[config.mk]
export PLATFORM = sky130hd
export DESIGN_NAME = br_tag_alloc
export DESIGN_NICKNAME = d
export VERILOG_FILES = /design/src/rtl/br_tag_alloc_pkg.sv /design/src/rtl/br_tag_alloc_pick.sv /design/src/rtl/br_tag_alloc.sv
export SDC_FILE = /design/constraint.sdc
export NUM_CORES = 1
export LEC_CHECK = 0
export CAP_MARGIN = 20
export CELL_PAD_IN_SITES_DETAIL_PLACEMENT = 1
export CELL_PAD_IN_SITES_GLOBAL_PLACEMENT = 2
export CORE_MARGIN = 4
export CORE_UTILIZATION = 23
export DETAILED_ROUTE_END_ITERATION = 8
export HOLD_SLACK_MARGIN = 0.1
export PLACE_DENSITY_LB_ADDON = 0.2
export REMOVE_ABC_BUFFERS = 1
export SETUP_SLACK_MARGIN = 0.4
export SYNTH_ARGS = -nofsm -noshare
export SYNTH_HDL_FRONTEND = slang
export SYNTH_SLANG_ARGS = --single-unit
[constraint.sdc]
create_clock -name clk -period 4.1 [get_ports clk]
set_clock_uncertainty 0.2 [all_clocks]
set_input_delay 0.615 -clock clk [delete_from_list [all_inputs] [get_ports clk]]
set_output_delay 0.615 -clock clk [all_outputs]
set_load 0.03 [all_outputs]
[src/rtl/br_tag_alloc_pkg.sv]
// Shared branch-mask definitions: tag pool width, dispatch width, mask type
// and the population-count helper used for free-tag accounting.
package sys_defs;

   localparam int BR_MASK_W = 5;
   localparam int DISP_W    = 2;
   localparam int CNT_W     = $clog2(BR_MASK_W + 1);

   typedef logic [BR_MASK_W-1:0] br_mask_t;

   // Callers zero-extend into the 32-bit argument so one helper serves every width
   function automatic int unsigned popCount(input logic [31:0] v);
      int unsigned n;
      n = 0;
      for (int i = 0; i < 32; i++) begin
         n += 32'(v[i]);
      end
      return n;
   endfunction

endpackage

[src/rtl/br_tag_alloc_pick.sv]
// Combinational tag picker: each dispatch slot in ascending order takes the
// lowest free tag still left after all earlier slots have taken theirs.
module br_tag_pick
   import sys_defs::*;
(
   input  br_mask_t                    i_avail,
   input  logic [DISP_W-1:0]           i_req,
   output logic [DISP_W*BR_MASK_W-1:0] o_tags,
   output logic                        o_fail
);

   br_mask_t w_remain;
   br_mask_t w_pick;

   // One priority encoder per slot, each fed the pool minus earlier picks
   always_comb begin
      w_remain = i_avail;
      w_pick   = '0;
      o_tags   = '0;
      o_fail   = 1'b0;
      for (int k = 0; k < DISP_W; k++) begin
         w_pick = '0;
         for (int b = BR_MASK_W - 1; b >= 0; b--) begin
            if (w_remain[b]) begin
               w_pick = br_mask_t'(1) << b;
            end
         end
         if (!i_req[k]) begin
            w_pick = '0;
         end
         if (i_req[k] && (w_remain == '0)) begin
            o_fail = 1'b1;
         end
         o_tags[k*BR_MASK_W +: BR_MASK_W] = w_pick;
         w_remain = w_remain & ~w_pick;
      end
   end

endmodule

[src/rtl/br_tag_alloc.sv]
// Branch tag allocator and mask tracker: tags speculative branches per dispatch
// bundle, frees tags on correct resolution and restores the mask on recovery.
module br_tag_alloc
   import sys_defs::*;
(
   input  logic                        clk,
   input  logic                        rst,
   input  logic [DISP_W-1:0]           id_valid_i,
   input  logic [DISP_W-1:0]           id_spec_br_i,
   input  logic                        rob_br_pred_correct_i,
   input  logic                        rob_br_recovery_i,
   input  br_mask_t                    rob_br_tag_i,
   input  br_mask_t                    rob_br_mask_i,
   output logic [DISP_W*BR_MASK_W-1:0] bmg_slot_mask_o,
   output logic [DISP_W*BR_MASK_W-1:0] bmg_slot_tag_o,
   output br_mask_t                    bmg_br_mask_o,
   output logic                        bmg_stall_o,
   output logic [CNT_W-1:0]            bmg_free_cnt_o,
   output br_mask_t                    bmg_clear_mask_o,
   output br_mask_t                    bmg_squash_mask_o
);

   br_mask_t                    r_mask;
   br_mask_t                    r_clear;
   br_mask_t                    r_squash;
   logic [CNT_W-1:0]            r_free_cnt;

   br_mask_t                    w_freed;
   br_mask_t                    w_base;
   br_mask_t                    w_avail;
   br_mask_t                    w_run;
   br_mask_t                    w_tag;
   br_mask_t                    w_mask_nxt;
   br_mask_t                    w_free_map;
   logic [DISP_W-1:0]           w_req;
   logic [DISP_W*BR_MASK_W-1:0] w_pick_tags;
   logic                        w_pick_fail;
   logic                        w_alloc;

   // A correct resolution frees its tag in the same cycle, so it is bypassed into avail
   assign w_freed  = (rob_br_pred_correct_i && !rob_br_recovery_i) ? rob_br_tag_i : '0;
   assign w_base   = r_mask & ~w_freed;
   assign w_avail  = ~w_base;
   assign w_req    = id_valid_i & id_spec_br_i;

   br_tag_pick u_pick (
      .i_avail (w_avail),
      .i_req   (w_req),
      .o_tags  (w_pick_tags),
      .o_fail  (w_pick_fail)
   );

   assign bmg_stall_o = !rob_br_recovery_i &&
                        (popCount(32'(w_req)) > popCount(32'(w_avail)));
   assign w_alloc     = !rob_br_recovery_i && !w_pick_fail;

   // Each slot inherits the base mask plus tags handed to older slots in the bundle
   always_comb begin
      w_run           = w_base;
      w_tag           = '0;
      bmg_slot_mask_o = '0;
      bmg_slot_tag_o  = '0;
      for (int k = 0; k < DISP_W; k++) begin
         w_tag = w_alloc ? w_pick_tags[k*BR_MASK_W +: BR_MASK_W] : '0;
         bmg_slot_mask_o[k*BR_MASK_W +: BR_MASK_W] = w_run;
         bmg_slot_tag_o[k*BR_MASK_W +: BR_MASK_W]  = w_tag;
         w_run = w_run | w_tag;
      end
   end

   assign w_mask_nxt    = rob_br_recovery_i ? rob_br_mask_i : w_run;
   assign w_free_map    = ~w_mask_nxt;
   assign bmg_br_mask_o = w_mask_nxt;

   // Mask state plus one-cycle clear/squash broadcasts; reset beats everything
   always_ff @(posedge clk) begin
      if (rst) begin
         r_mask     <= '0;
         r_clear    <= '0;
         r_squash   <= '0;
         r_free_cnt <= CNT_W'(BR_MASK_W);
      end else begin
         r_mask     <= w_mask_nxt;
         r_clear    <= w_freed;
         r_squash   <= rob_br_recovery_i ? (r_mask & ~rob_br_mask_i) : '0;
         r_free_cnt <= CNT_W'(popCount(32'(w_free_map)));
      end
   end

   assign bmg_free_cnt_o    = r_free_cnt;
   assign bmg_clear_mask_o  = r_clear;
   assign bmg_squash_mask_o = r_squash;

endmodule
==> impl_metrics.json <==
{
  "status": "finished clean",
  "drt_first_pass_iters": 4,
  "yosys_warnings": 0,
  "drv_slew": 0,
  "slew_headroom_pct": 67.9,
  "routed_wl_um": 5890,
  "pin_count_of_the_biggest_net_entering_global_routing": 12,
  "drt-wirelength-per-cell_um": 17.5,
  "cp_num_cells": 11,
  "post-route-period-util_pct": 94.9,
  "num-fill-cells": 629,
  "vdd_ir_drop_max_uv": 140,
  "achievable-frequency_mhz": 257,
  "remaining_drc_errors": 0,
  "setup_violations": 0,
  "crit_end": "bmg_stall_o",
  "synth_top_area_share_pct": 28.1,
  "clk_path_buf_depth": 2,
  "grt_pass1_wl_um": 8330,
  "grt_remaining_overflow": 0,
  "crit_path_max_incr_delay_ps": 560,
  "boundaryPins": 57,
  "postSynth.asyncResetShare_pct": 0,
  "detailed_place_hpwl_um": 4290,
  "vias": 1599,
  "setup.worst_path.end_class": "output port",
  "grt_pass1_vias": 1703,
  "max_slew.worst_pin.slew_ps": 481,
  "fin_nets": 296,
  "synth_area_mm2": 0.00128,
  "netlist.top_cell.by_area": "sky130_fd_sc_hd__dfxtp_1",
  "cts.clk_slew.worst_paths_ps": 70,
  "synth_seq_cells": 18,
  "finalCriticalPeriod_ps": 3890,
  "synth.yosys.seq_area_share_pct": 28.1,
  "hold_class": "reg2reg",
  "cts_sinks": 18,
  "fin_cells": 336,
  "critical_path_required_ps": 3280,
  "synth_enable_flop_cells": 0,
  "report.final.hold_viol_count": 0,
  "sequential_cell_area_um2": 360,
  "dp.cells": 314,
  "rrSetupSlack_ps": 620,
  "postLayoutSetupSlackWorst_ps": 209,
  "syn_inst": 150,
  "critPathMaxFanout": 6,
  "layout_commonest_cell": "sky130_fd_sc_hd__buf_4",
  "die_height_um": 82.7,
  "setup_repair_after_global_routing_missed_its_margin": "yes",
  "layout_cells_sized_above_1_pct": 49.6,
  "route.antenna.remaining_nets": 0,
  "synthToLayoutAreaGrowth_pct": 101,
  "initial_util_pct": 24.4,
  "cpLargestDelayFamily": "adder cells",
  "netlist-cell-type-count": 46,
  "place_ws_ps": -546,
  "clock_tree.htree_level_count": 1,
  "port_buffers": 56,
  "dominantRegCellSynth": "sky130_fd_sc_hd__dfxtp_1",
  "startpoint_type": "input port",
  "fp.dieW_um": 82.7,
  "critical_path_buf_inv_count": 4,
  "power_per_cell_area_mw_per_mm2": 252,
  "numCtsBuffers": 3,
  "tritoncts_clock_tree": "done",
  "power.static_leakage_nw": 1.13,
  "std_cell_rows": 26,
  "syn-mean-instance-area_um2": 8.56,
  "worstSetupStartpoint": "rob_br_recovery_i",
  "drt-initial-drc-count": 80,
  "groute.usage.overall_pct": 16.0,
  "cts_root_buf": "sky130_fd_sc_hd__clkbuf_8",
  "worst_reg2reg_endpoint": "bmg_free_cnt_o[2]",
  "layout.cells.most_common_list": "sky130_fd_sc_hd__buf_4, sky130_fd_sc_hd__clkdlybuf4s50_1, sky130_fd_sc_hd__dfxtp_1",
  "multiInputGateArea_mm2": 0.00101,
  "synth.top_cells.by_area": "sky130_fd_sc_hd__dfxtp_1, sky130_fd_sc_hd__ha_1, sky130_fd_sc_hd__fa_1",
  "die_outline_area_mm2": 0.00684,
  "max_cap_violations": 0,
  "diodes": 0,
  "vias_per_cell": 4.76,
  "r2r_cells": 14,
  "core_region_area_mm2": 0.00527,
  "timing.setup.critical_path_class": "in2out",
  "critical_path.slowest_cell": "sky130_fd_sc_hd__fa_1",
  "clkLatencyLatePin_ps": 250,
  "antenna_violations_before_repair": 0,
  "worst_r2r_startpoint": "r_mask[1]",
  "worstPathArrival_ps": 3080,
  "place.gp.congestion": 0.906,
  "crit_path_cell_trace": "buf_8 -> nand3b_1 -> and2_4 -> fa_1 -> inv_2 -> fa_2 -> ha_4 -> inv_2 -> ha_4 -> a2111oi_4 -> buf_4"
}
logic make-up (layout without fill, tap and decap cells):
kind of cell,after synthesis,count (layout),share of synthesized area (%)
AOI/OAI and AO/OA,38,38,25.1
xor gates and xnor gates,1,1,0.682
adders and majority gates,11,11,13.1
buffers and inverters,24,140,7.60
DFF,18,18,28.1
and+or+nand+nor,58,58,25.4
registers in the layout (all words and copies together) (netlist names):
| register | cells |
|---|---|
| bmg_squash_mask_o | 5 |
| bmg_free_cnt_o | 3 |
| bmg_clear_mask_o | 5 |
| r_mask | 5 |
what timing repair did:
action / CTS / global route
endpoints found under the setup margin: 22 / 6
pin swaps: 10 / 17
hold buffers: 0 / 0
resized for setup: 39 / 32
buffers inserted: 5 / 13
where the power goes:
part / switching [W] / total [W] / internal, W
registers: 0.00000719 / 0.000194 / 0.000187
logic: 0.000166 / 0.000317 / 0.000151
clock network: 0.0000564 / 0.000142 / 0.0000852
Yosys cell counts (all sizes together), types with 3 or more instances:
| cell type | n |
|---|---|
| a21oi | 6 |
| ha | 7 |
| a21o | 3 |
| nor3b | 6 |
| nand2 | 12 |
| o21ai | 5 |
| nand3b | 3 |
| o211ai | 6 |
| a211oi | 4 |
| or2 | 4 |
| nor3 | 6 |
| dfxtp | 18 |
| fa | 4 |
| nor2 | 11 |
| inv | 20 |
| and2 | 7 |
worst min path at each step:
stage                                 to  cells past startpoint  slack [ps]       from
detailed placement  bmg_squash_mask_o[0]                      1         300  r_mask[0]
CTS                 bmg_squash_mask_o[0]                      1         320  r_mask[0]
finish              bmg_squash_mask_o[1]                      1         340  r_mask[1]
global route        bmg_squash_mask_o[1]                      1         350  r_mask[1]
floorplan           bmg_squash_mask_o[1]                      1         260  r_mask[1]
global placement    bmg_squash_mask_o[0]                      1         310  r_mask[0]
area by class of cell:
cell class              instances  share of cell area, %
repair buffers                116                   38.5
inverters                      20                   3.00
flip-flops and latches         18                   13.9
well taps                      70                   3.39
clock buffers                   4                   2.13
multi-input cells             108                   39.0
metrics by stage:
stage                     total power (W)  TNS [ps]  hold slack, ps  instance area [um2]  util, %
after global placement           0.000445     -1430             307                 2190     41.5
final                            0.000653         0             341                 2590     49.1
after floorplan                  0.000322     -1240             263                 1260        -
after global routing             0.000690         0             354                 2590     49.1
after detailed placement         0.000450     -1930             296                 2190     41.5
after CTS                        0.000626         0             318                 2360     44.8
per-layer routing:
layer | routed length, um | GRT usage, % | vias to the layer above
li1 | - | - | 760
met1 | 2460 | 19.1 | 792
met2 | 3140 | 29.2 | 41
met3 | 215 | 2.49 | 6
met4 | 72 | 4.41 | 0
met5 | 0 | 0 | -
Note: power is estimated with default switching activity, not from simulation.
==> patch 1: new RTL, same flow settings <==
Register the output `bmg_free_cnt_o` once more, without a reset; this adds one clock of latency there. The other outputs are not delayed to match.
--- a/src/rtl/br_tag_alloc.sv
+++ b/src/rtl/br_tag_alloc.sv
@@ -87,7 +87,9 @@
       end
    end
 
-   assign bmg_free_cnt_o    = r_free_cnt;
+   always_ff @(posedge clk) begin
+      bmg_free_cnt_o <= r_free_cnt;
+   end
    assign bmg_clear_mask_o  = r_clear;
    assign bmg_squash_mask_o = r_squash;
 
Check against the original RTL: not equivalent (Yosys sat finds a counterexample within 4 cycles, from zero or initial values and one cycle with rst high).
==> patch 1 against the original RTL <==
- sequential share of layout area up 2.8 points
- routed wire length decreased by 8.4%
- worst setup slack worse by 0.029 ns
- sequential cell count increased by 3
- total power is 0.69% higher
- utilization shrank 6.6 points
- area after synthesis rose by 9.0%
- combinational power decreased by 8.5%
- design area is 2.7% lower
==> patch 1: results (changes against the original RTL) <==
GRT
  • Total routing resource utilization after global routing: 14.6% (-1.4 points)
  • Global-route track usage on met3: 2.40% (-0.093 points)
  • Met2 track utilization from global routing: 26.0% (-3.2 points)
  • Global routing usage on met1: 18.3% (-0.81 points)
  • Global-route wire length before repair: 8470 µm (+1.7%)

Layout
  • Share of the final layout cell area in sequential cells: 16.7% (+2.8 points)
  • Fill cells: 704 (+12%)
  • Sequential cell count: 21 (+3)
  • Final-layout clock buffer total: 3 (-1)
  • Non-filler cells in the finished layout: 328 (-2.4%)
  • Post-route cell area: 2520 µm² (-2.7%)
  • Final layout net count: 283 (-4.4%)
  • Multi-Input Combinational: 105 (-2.8%)
  • Buffers outside the clock class: 103 (-11%)
  • Footprint of the multi-input gates: 1010 µm² (-0.25%)
  • Proportion of layout cells with a drive suffix above 1: 47.0% (-2.6 points)

Place
  • DPL Wire Length: 4520 µm (+5.5%)
  • Worst slack after detailed placement: -0.592 ns (-0.0451 ns)
  • Area after detailed placement: 2260 µm² (+3.3%)
  • RD Place Congestion: 0.824 (-9.0%)
  • Number of instances in the placed design: 316 (+0.64%)

Route
  • DRC violation total after the first TritonRoute iteration: 57 (-29%)
  • Routed metal-1 wire length: 2370 µm (-3.8%)
  • Total Wirelength: 5390 µm (-8.4%)
  • Vias after detailed routing: 1514 (-5.3%)
  • Routed wl met2: 2750 µm (-12%)

Pwr
  • Part of the total power dissipated in sequential elements: 35.3% (+5.5 points)
  • Net switching fraction of the power: 35.5% (+0.27 points)
  • Cell Pwr Density: 261 nW/µm² (+3.4%)

Worst hold path
  • Count of cells along the worst hold path: 0 (-1)

Synthesis
  • Number of distinct library cells after synthesis: 49 (+6.5%)
  • Sequential cell area fraction in the yosys report: 30.1% (+2.0 points)
  • Top cells by area in the synthesized netlist: sky130_fd_sc_hd__dfxtp_1 30%, sky130_fd_sc_hd__ha_1 6.3%, sky130_fd_sc_hd__fa_1 5.7%, sky130_fd_sc_hd__inv_1 4.8%, sky130_fd_sc_hd__nor2_1 3.2%

Status
  • Status: completed

Setup path
  • Length in cells of the worst reg-to-reg path: 13 (-1)
  • Arr. time, crit path: 3.11 ns (+0.03 ns)

Timing
  • Max-slew headroom: 71.9% (+4.0 points)
-- patch 1: repair_timing --
item | CTS | global route
buffers inserted | 3 | 5
endpoints found under the setup margin | 21 | 4
gates resized for setup | 31 | 27
pin swaps | 7 | 14
-- patch 1: cell families after synthesis --
group / synth area share [%]
AO/OA/AOI/OAI: 26.7
flip-flops: 30.1
AND/OR/NAND/NOR: 23.0
XOR/XNOR: 0.626
adder cells (fa/ha/maj): 12.0
buffers and inverters: 7.60
-- patch 1: final timing paths --
path	startpoint	end	slack [ns]
worst max-delay path	rob_br_recovery_i	bmg_stall_o	0.18
worst min-delay path	r_free_cnt[2]$_SDFF_PP1_	bmg_free_cnt_o[2]$_DFF_P_	0.13
worst max register to register	r_mask[1]$_SDFF_PP0_	r_free_cnt[2]$_SDFF_PP1_	0.63
worst min register to register	r_free_cnt[2]$_SDFF_PP1_	bmg_free_cnt_o[2]$_DFF_P_	0.13
==> patch 2: new RTL, same settings <==
Made on the original files. The package constant `DISP_W` goes from 2 to 4.
--- a/src/rtl/br_tag_alloc_pkg.sv
+++ b/src/rtl/br_tag_alloc_pkg.sv
@@ -3,7 +3,7 @@
 package sys_defs;
 
    localparam int BR_MASK_W = 5;
-   localparam int DISP_W    = 2;
+   localparam int DISP_W    = 4;
    localparam int CNT_W     = $clog2(BR_MASK_W + 1);
 
    typedef logic [BR_MASK_W-1:0] br_mask_t;
Ports: changed (resized bmg_slot_mask_o, bmg_slot_tag_o, id_spec_br_i and id_valid_i); port bits go from 57 to 81. No check against the original RTL was run, so the function may have changed too.
==> patch 2 against the original RTL <==
- the run now ends with setup timing left
- hold slack got worse by 0.018 ns
- total power increased by 55%
- worst setup slack lost 0.42 ns
- design area increased by 86%
- global-route usage grew 5.0 points
- routed wire length rose by 93%
- critical path depth rose by 7
- area after synthesis up 59%
- sequential share of layout area decreased by 6.4 points
- register-to-register slack got worse by 0.51 ns
- sequential cell count unchanged
- synthesized cell count rose by 71%
- critical path type is now in2reg
- largest power group unchanged
==> patch 2: results (changes against the original RTL) <==
GRT
  • Via count of the first global-routing pass: 3114 (+83%)
  • Total routing resource utilization after global routing: 21.0% (+5.0 points)
  • Global-route track usage on met3: 1.71% (-0.79 points)
  • Pin count of the biggest net entering global routing: 15 (+3)
  • Met2 track utilization from global routing: 38.5% (+9.3 points)

Setup path
  • Length in cells of the worst reg-to-reg path: 16 (+2)
  • Arr. time, crit path: 4.25 ns (+1.17 ns)

Layout
  • Proportion of layout cells with a drive suffix above 1: 60.3% (+11 points)
  • Final layout net count: 488 (+65%)

Synthesis
  • Fraction of synthesized cell area in xor and xnor cells: 1.29% (+0.61 points)
  • Synth Area in Compound Gates: 33.1% (+8.0 points)
  • Number of distinct library cells after synthesis: 71 (+54%)
  • Sequential cell area fraction in the yosys report: 17.7% (-10 points)
  • Post-synthesis adder-cell area fraction: 12.5% (-0.55 points)
  • Post-synthesis area per instance: 7.94 µm² (-7.2%)

Timing
  • Hold slack: 0.323 ns (-0.0184 ns)
  • Min setup slack post-route: -0.212 ns (-0.421 ns)
  • Max-slew headroom: 62.4% (-5.6 points)
  • Setup Viol. Count Final: 11 (+11)

Place
  • RD Place Congestion: 0.961 (+6.1%)
  • Number of instances in the placed design: 524 (+67%)
  • DPL Wire Length: 8020 µm (+87%)
  • Area after detailed placement: 3720 µm² (+70%)

Pwr
  • IR Drop Worst-Case VDD: 0.107 mV (-23%)
  • Static power due to leakage: 0.00202 µW (+78%)

Route
  • Total Wirelength: 11400 µm (+93%)
  • Routed wire per std cell: 20.4 µm (+16%)

Status
  • Status: finished, violations left
  • Violations in the final reports: setup timing
[patch 2: cell types whose count changed after synthesis, sizes merged, moves of 8 or more]
cell | before | now
a21oi | 6 | 14
buf | 2 | 10
nand2 | 12 | 24
nor2 | 11 | 19
nor3 | 6 | 19
o21ai | 5 | 19
[patch 2: stage by stage]
stage,setup TNS (ns),worst slack (ns)
3_5_place_dp,-24.90,-1.26
3_3_place_gp,-21.31,-1.11
2_1_floorplan,-23.49,-1.23
6_report,-1.17,-0.212
5_1_grt,-3.03,-0.325
4_1_cts,-0.871,-0.210
[patch 2: timing repair]
action / 4_1_cts / 5_1_grt
hold buffers: 0 / 0
buffers inserted: 14 / 16
cloned: 1 / 0
resized for setup: 133 / 58
setup endpoints to repair: 49 / 43
pin swaps: 30 / 35
[patch 2: cell type report]
class	instances	area [µm²]
timing repair buffer	205	2040
clock buffer	4	55.1
sequential	18	360
fill	973	3870
multi-input combinational	208	2140
inverter	16	70.1
tap	108	135
[patch 2: how the worst max path moves through the flow]
stage | from | to | cells after the start
2_1_floorplan | rob_br_recovery_i | bmg_free_cnt_o[2]$_SDFF_PP1_ | 16
3_3_place_gp | rob_br_recovery_i | bmg_free_cnt_o[2]$_SDFF_PP1_ | 19
3_5_place_dp | rob_br_recovery_i | bmg_free_cnt_o[2]$_SDFF_PP1_ | 19
4_1_cts | rob_br_recovery_i | bmg_free_cnt_o[2]$_SDFF_PP1_ | 19
5_1_grt | rob_br_recovery_i | bmg_free_cnt_o[2]$_SDFF_PP1_ | 18
6_report | rob_br_recovery_i | bmg_free_cnt_o[2]$_SDFF_PP1_ | 18
[patch 2: logic make-up (layout without fill, tap and decap cells)]
family,Yosys count,count (layout)
fa+ha+maj,18,18
buf+inv,31,225
compound gates,81,81
mux,2,2
simple gates,104,104
flops,18,18
xor+xnor,3,3
[patch 2: metal layers]
layer  vias up  routed length, µm
li1       1334                  -
met1      1421               4880
met2        79               5860
met3        16                419
met4         0                215
met5         -                  0
[patch 2: power by group through the flow]
stage	registers (µW)	logic (µW)	clock network (µW)
after detailed placement	198	499	0
after global placement	197	491	0
after CTS	194	596	146
after global routing	196	713	156
final	194	672	143
after floorplan	216	219	0
